<file path="config.mk">
export PLATFORM = sky130hd
export DESIGN_NAME = calc_core_seq
export DESIGN_NICKNAME = d
export VERILOG_FILES = /design/src/rtl/calc_core_seq.sv
export SDC_FILE = /design/constraint.sdc
export NUM_CORES = 1
export LEC_CHECK = 0
export CAP_MARGIN = 20
export CORE_ASPECT_RATIO = 0.8
export CORE_MARGIN = 4
export CORE_UTILIZATION = 60
export CTS_CLUSTER_SIZE = 30
export DETAILED_ROUTE_END_ITERATION = 16
export MAX_ROUTING_LAYER = met4
export PLACE_DENSITY = 0.81
export SYNTH_ARGS = -nofsm -noshare
export SYNTH_HDL_FRONTEND = slang
export SYNTH_SLANG_ARGS = --single-unit
</file>
<file path="constraint.sdc">
create_clock -name clk -period 3.7 [get_ports clk]
set_clock_uncertainty 0.2 [all_clocks]
set_input_delay 0.74 -clock clk [delete_from_list [all_inputs] [get_ports clk]]
set_output_delay 0.74 -clock clk [all_outputs]
set_load 0.01 [all_outputs]
</file>
<file path="src/rtl/calc_core_seq.sv">
// rtl/calc_core_seq.sv - sequential add/sub/mul/div/mod engine with double-dabble BCD output
//
// Ports:
//   clk, rst_n          clock, asynchronous active-low reset
//   start, op, a, b     request, op code (0 add,1 sub,2 mul,3 div,4 mod), unsigned operands
//   busy, done          operation in flight, one-cycle completion pulse
//   result, bcd         binary magnitude (2*WIDTH bits) and its BCD digits (digit 0 in [3:0])
//   neg, div_by_zero,   sub with a<b, div/mod by zero, illegal op code
//   op_err
module calc_core_seq #(
  parameter int WIDTH      = 8,
  parameter int BCD_DIGITS = 5
) (
  input  logic                    clk,
  input  logic                    rst_n,
  input  logic                    start,
  input  logic [2:0]              op,
  input  logic [WIDTH-1:0]        a,
  input  logic [WIDTH-1:0]        b,
  output logic                    busy,
  output logic                    done,
  output logic [2*WIDTH-1:0]      result,
  output logic [4*BCD_DIGITS-1:0] bcd,
  output logic                    neg,
  output logic                    div_by_zero,
  output logic                    op_err
);

  localparam int RW = 2 * WIDTH;
  localparam int BW = 4 * BCD_DIGITS;
  localparam int CW = $clog2(RW + 1);

  typedef enum logic [1:0] {S_IDLE, S_EXEC, S_CONV} state_t;

  state_t          state_q, state_d;
  logic [2:0]      op_q, op_d;
  // a_q: multiplicand (shifted left) for mul, dividend/quotient shift register for div/mod
  logic [RW-1:0]   a_q, a_d;
  // b_q: multiplier (shifted right) for mul, divisor otherwise
  logic [WIDTH-1:0] b_q, b_d;
  // work_q: mul accumulator / div partial remainder, then holds the final result during CONV
  logic [RW-1:0]   work_q, work_d;
  logic [CW-1:0]   cnt_q, cnt_d;
  logic [RW-1:0]   bin_q, bin_d;
  logic [BW-1:0]   dd_q, dd_d;
  logic            neg_p_q, neg_p_d, dbz_p_q, dbz_p_d, err_p_q, err_p_d;
  logic [RW-1:0]   result_q, result_d;
  logic [BW-1:0]   bcd_q, bcd_d;
  logic            neg_q, neg_d, dbz_q, dbz_d, err_q, err_d, done_q, done_d;

  logic [RW-1:0]    mul_acc;
  logic [WIDTH:0]   rem_sh;
  logic             div_ge;
  logic [WIDTH-1:0] rem_nx, quo_nx;
  logic [BW-1:0]    dd_adj;
  logic [RW-1:0]    exec_res;
  logic             exec_fin, f_neg, f_dbz, f_err;

  // One datapath step for each iterative op, selected by the FSM below.
  always_comb begin
    mul_acc = work_q + (b_q[0] ? a_q : '0);
    rem_sh  = {work_q[WIDTH-1:0], a_q[WIDTH-1]};
    div_ge  = (rem_sh >= {1'b0, b_q});
    // When the trial subtract fails the shifted remainder is below b, so its MSB is 0.
    rem_nx  = div_ge ? WIDTH'(rem_sh - {1'b0, b_q}) : rem_sh[WIDTH-1:0];
    quo_nx  = {a_q[WIDTH-2:0], div_ge};
  end

  // Double-dabble correction: every digit >=5 gets +3 before the shift.
  always_comb begin
    dd_adj = '0;
    for (int i = 0; i < BCD_DIGITS; i++) begin
      dd_adj[4*i +: 4] = (dd_q[4*i +: 4] >= 4'd5) ? dd_q[4*i +: 4] + 4'd3 : dd_q[4*i +: 4];
    end
  end

  always_comb begin
    state_d  = state_q;   op_d    = op_q;    a_d     = a_q;     b_d     = b_q;
    work_d   = work_q;    cnt_d   = cnt_q;   bin_d   = bin_q;   dd_d    = dd_q;
    neg_p_d  = neg_p_q;   dbz_p_d = dbz_p_q; err_p_d = err_p_q;
    result_d = result_q;  bcd_d   = bcd_q;   neg_d   = neg_q;   dbz_d   = dbz_q;
    err_d    = err_q;     done_d  = 1'b0;
    exec_res = '0;        exec_fin = 1'b0;   f_neg = 1'b0;      f_dbz = 1'b0;
    f_err    = 1'b0;

    case (state_q)
      S_IDLE: begin
        if (start) begin
          op_d    = op;
          a_d     = {{WIDTH{1'b0}}, a};
          b_d     = b;
          work_d  = '0;
          cnt_d   = '0;
          state_d = S_EXEC;
        end
      end

      S_EXEC: begin
        cnt_d = cnt_q + 1'b1;
        case (op_q)
          3'd0: begin
            exec_res = a_q + {{WIDTH{1'b0}}, b_q};
            exec_fin = 1'b1;
          end
          3'd1: begin
            if (a_q[WIDTH-1:0] >= b_q) begin
              exec_res = RW'(a_q[WIDTH-1:0] - b_q);
            end else begin
              exec_res = RW'(b_q - a_q[WIDTH-1:0]);
              f_neg    = 1'b1;
            end
            exec_fin = 1'b1;
          end
          3'd2: begin
            work_d   = mul_acc;
            a_d      = a_q << 1;
            b_d      = b_q >> 1;
            exec_res = mul_acc;
            exec_fin = (cnt_q == CW'(WIDTH - 1));
          end
          3'd3, 3'd4: begin
            if (b_q == '0) begin
              exec_res = (op_q == 3'd3) ? RW'({WIDTH{1'b1}}) : a_q;
              f_dbz    = 1'b1;
              exec_fin = 1'b1;
            end else begin
              work_d   = RW'(rem_nx);
              a_d      = RW'(quo_nx);
              exec_res = (op_q == 3'd3) ? RW'(quo_nx) : RW'(rem_nx);
              exec_fin = (cnt_q == CW'(WIDTH - 1));
            end
          end
          default: begin
            exec_res = '0;
            f_err    = 1'b1;
            exec_fin = 1'b1;
          end
        endcase
        if (exec_fin) begin
          work_d  = exec_res;
          bin_d   = exec_res;
          dd_d    = '0;
          cnt_d   = '0;
          neg_p_d = f_neg;
          dbz_p_d = f_dbz;
          err_p_d = f_err;
          state_d = S_CONV;
        end
      end

      S_CONV: begin
        // RW shift cycles, then one cycle that publishes every output together.
        if (cnt_q == CW'(RW)) begin
          result_d = work_q;
          bcd_d    = dd_q;
          neg_d    = neg_p_q;
          dbz_d    = dbz_p_q;
          err_d    = err_p_q;
          done_d   = 1'b1;
          state_d  = S_IDLE;
        end else begin
          dd_d  = {dd_adj[BW-2:0], bin_q[RW-1]};
          bin_d = bin_q << 1;
          cnt_d = cnt_q + 1'b1;
        end
      end

      default: state_d = S_IDLE;
    endcase
  end

  always_ff @(posedge clk or negedge rst_n) begin
    if (!rst_n) begin
      state_q  <= S_IDLE; op_q    <= '0;   a_q     <= '0;   b_q     <= '0;
      work_q   <= '0;     cnt_q   <= '0;   bin_q   <= '0;   dd_q    <= '0;
      neg_p_q  <= 1'b0;   dbz_p_q <= 1'b0; err_p_q <= 1'b0;
      result_q <= '0;     bcd_q   <= '0;   neg_q   <= 1'b0; dbz_q   <= 1'b0;
      err_q    <= 1'b0;   done_q  <= 1'b0;
    end else begin
      state_q  <= state_d;  op_q    <= op_d;    a_q     <= a_d;     b_q     <= b_d;
      work_q   <= work_d;   cnt_q   <= cnt_d;   bin_q   <= bin_d;   dd_q    <= dd_d;
      neg_p_q  <= neg_p_d;  dbz_p_q <= dbz_p_d; err_p_q <= err_p_d;
      result_q <= result_d; bcd_q   <= bcd_d;   neg_q   <= neg_d;   dbz_q   <= dbz_d;
      err_q    <= err_d;    done_q  <= done_d;
    end
  end

  assign busy        = (state_q != S_IDLE);
  assign done        = done_q;
  assign result      = result_q;
  assign bcd         = bcd_q;
  assign neg         = neg_q;
  assign div_by_zero = dbz_q;
  assign op_err      = err_q;

endmodule

</file>
==> key figures <==
Setup path
  – CP peak stage delay: around 0.42 ns
  – CP Data Required Time: ~3.8 ns
  – Crit Path Category: reg2reg
  – Slowest-stage cell, CP: dfrtp_1
  – Delay-heaviest family, CP: compound AO/OA/AOI/OAI gates
  – Crit start category: flop
  – Critical-path cell list: ha_1, ha_1, fa_2, a211oi_2, o21bai_1, a2111o_1, a221o_2, a221oi_4, xnor2_1, a211oi_2, o211ai_1
  – Worst path buffer plus inverter count: 0
  – Crit end category: flop
  – Worst path arrival time: between 3 and 4 ns
  – CP Max Fanout: 4

Clock tree
  – Longest Clk Path Bufs: 2
  – Clock transition at path regs: approximately 0.060 ns
  – Latest clock arrival within the worst-skew pair: 0.43 ns
  – CTS Sinks: 129
  – Setup fix buffers added after clock tree synthesis: 0
  – Post-CTS Hold Buffers: 0
  – Post-CTS sizing: 0
  – Num CTS Buffers: 17
  – H-tree depth: 4
  – Root buffer cell: clkbuf_16
  – CTS tree: yes

Global routing
  – Vias in the first global route: between 7000 and 8000
  – Largest net degree at the start of global routing: about 80
  – First-pass GRT wire length: 42930 um
  – Total GRT Usage: 0.3314
  – GR Overflow Total: 0
  – Antenna violations before repair: 0

Routing
  – DR DRC count: 0
  – DR vias/cell: between 6 and 7
  – First DRT Iteration DRCs: just over 900
  – Drt first pass iters: 8
  – WL/cell: 20.04 um
  – Detailed-route via count: 8424
  – Final ANT Viol Nets: 0
  – Detailed Route WL: ~27000 um

Yosys
  – Synth Register Bits: between 100 and 150
  – Syn Std Cell Area: 8969 sq um
  – Top cells by area, synth: dfrtp_1 (36%), ha_1 (8.9%), nand2_1 (8.8%), o21ai_0 (5.4%), a21oi_1 (3.8%)
  – Cells after synthesis: roughly 1100
  – Leading area contributor after synthesis: dfrtp_1
  – Post-synth top area share: 0.3599
  – Post-synth EDFFs: 0
  – Unique masters post-synth: 67
  – Top cells by count, synth: nand2_1 (211), dfrtp_1 (129), o21ai_0 (97)
  – Ys flop type: dfrtp_1
  – Sequential area share after synthesis: 0.3599
  – Syn_nets: 1167
  – Count leader, synth: nand2_1
  – YS warnings: 0
  – Avg Cell Area, Syn: roughly 8.3 sq um
  – Ys async rst share: 1.000

Timing
  – Worst hold slack: 0.1327 ns
  – Final period utilization: 0.9356
  – F_max: around 290 MHz
  – Least-Margin Pin Slew: about 0.8 ns
  – Worst setup margin: about 0.24 ns
  – RSZ-0062 raised after global routing: false
  – Setup violation total in the final timing report: 0
  – Max transition margin: 0.4775
  – Fin. Hold Viols: 0
  – Post-Route Setup TNS: 0 ns
  – Fin. max-slew vios: 0
  – Final worst path period need: approximately 3.5 ns

Placed design
  – Placed wire-length estimate: 19670 um
  – Placer Congestion: 1.032
  – Placed cell count: between 1000 and 1500
  – Pre-CTS setup slack: roughly 0.22 ns
  – IO Port Bufs: between 60 and 70
  – Placed cell area: ~9900 sq um

Worst hold path
  – Hold crit path type: in2async

Pwr
  – Power share of the combinational group: 0.611
  – Switching share of power: 0.4899
  – Clock power share: 0.180
  – Design Power: between 9 and 10 mW
  – Internal: 4.996 mW
  – Leakage: just under 5 nW
  – Net Switching: ~4.8 mW
  – Cell Pwr Density: about 930 nW/um^2
  – Sequential power share: 0.209
  – Max rail drop VDD: ~0.87 mV

Floorplanning
  – I/O pin count: between 60 and 70
  – Die W: roughly 140 um
  – Num rows: 39
  – Starting density of the core: 0.6209
  – Die Span Y: approximately 120 um
  – Die Area: 16980 sq um
  – Core ar.: around 14000 sq um

Job
  – Max cap viols: 0

Final layout
  – Area taken by multi-input logic gates: around 5300 sq um
  – Layout Cells excl Fill: about 1300
  – Nets: 1237
  – Register Area: 3228 sq um
  – Final instance area: between 10000 and 15000 sq um
  – Fraction of layout cells with a size suffix above 1: 0.08377
  – Area delta synth->final: 17.70%
  – Fill count: 1127
  – Antenna cells: 0
  – Post-layout util: 0.7309

Status
  – Status: complete, no violations
==> power by group through the flow <==
| stage | logic, mW | registers [mW] | clock network [mW] |
|---|---|---|---|
| 3_5_place_dp | 5.73 | 2.05 | 0 |
| 5_1_grt | 6.48 | 2.08 | 1.85 |
| 2_1_floorplan | 4.03 | 1.96 | 0 |
| 4_1_cts | 5.80 | 2.03 | 1.78 |
| 6_report | 5.98 | 2.05 | 1.77 |
| 3_3_place_gp | 5.71 | 2.04 | 0 |
==> per-layer routing <==
| layer | GRT usage | routed length (um) |
|---|---|---|
| met1 | 0.4911 | 11940 |
| met2 | 0.4473 | 11520 |
| met3 | 0.06998 | 2550 |
| met4 | 0.1166 | 877 |
| met5 | - | 0 |
==> cells in the final DEF (no fill, tap or decap), types with 4 or more instances in the layout <==
cell | netlist | final
nand2_1 | 211 | 211
dfrtp_1 | 129 | 129
o21ai_0 | 97 | 96
nor2_1 | 68 | 68
a21oi_1 | 68 | 68
ha_1 | 64 | 64
clkdlybuf4s50_1 | 0 | 61
inv_1 | 49 | 49
buf_4 | 4 | 40
nand3_1 | 27 | 27
mux2i_1 | 25 | 25
xnor2_1 | 23 | 23
nor3_1 | 21 | 21
a21o_1 | 18 | 18
clkbuf_16 | 0 | 17
a31oi_1 | 15 | 15
and2_1 | 14 | 14
nand2b_1 | 14 | 14
a211oi_1 | 13 | 13
xor2_1 | 12 | 12
o31ai_1 | 10 | 10
o211ai_1 | 10 | 10
o22ai_1 | 9 | 9
o21bai_1 | 8 | 8
nor2b_1 | 8 | 8
mux2_2 | 8 | 8
nor3b_1 | 8 | 8
o21a_1 | 8 | 8
nor4_1 | 5 | 5
o21ai_1 | 4 | 5
and3_1 | 5 | 5
a22o_1 | 5 | 5
o41ai_1 | 5 | 5
a41oi_1 | 4 | 4
fa_1 | 5 | 4
==> cell type report <==
cell class,count,share of cell area
well taps,184,0.02181
repair buffers,105,0.09304
clock buffers,20,0.04326
flip-flops and latches,129,0.3058
multi-input cells,844,0.5042
inverters,49,0.01742
clock inverters,11,0.01446
==> final timing paths <==
check	cells after the start	from	slack (ns)	end
max in group asynchronous	2	rst_n	2.45	result[4]$_DFFE_PN0P_
worst max-delay path	11	b_q[0]$_DFFE_PN0P_	0.24	bin_q[14]$_DFFE_PN0P_
min in group clk	2	result[14]$_DFFE_PN0P_	0.27	result[14]$_DFFE_PN0P_
worst min register to register	2	result[14]$_DFFE_PN0P_	0.27	result[14]$_DFFE_PN0P_
worst max register to register	11	b_q[0]$_DFFE_PN0P_	0.24	bin_q[14]$_DFFE_PN0P_
worst min-delay path	1	rst_n	0.13	bcd[14]$_DFFE_PN0P_
==> logic make-up after synthesis <==
logic type | synth area share
and+or+nand+nor | 0.1929
AOI/OAI and AO/OA | 0.2277
DFF | 0.3599
buffers and inverters | 0.04688
adders and majority gates | 0.1004
xor gates and xnor gates | 0.03418
muxes | 0.03795
==> flip-flops by register name (all words and copies together) (netlist names) <==
register     cells
cnt_q            5
a_q             16
work_q          16
op_q             3
div_by_zero      1
dbz_p_q          1
done             1
bcd             20
op_err           1
bin_q           16
neg_p_q          1
err_p_q          1
state_q          2
dd_q            20
result          16
b_q              8
neg              1
Power figures use the tool's default switching activity.
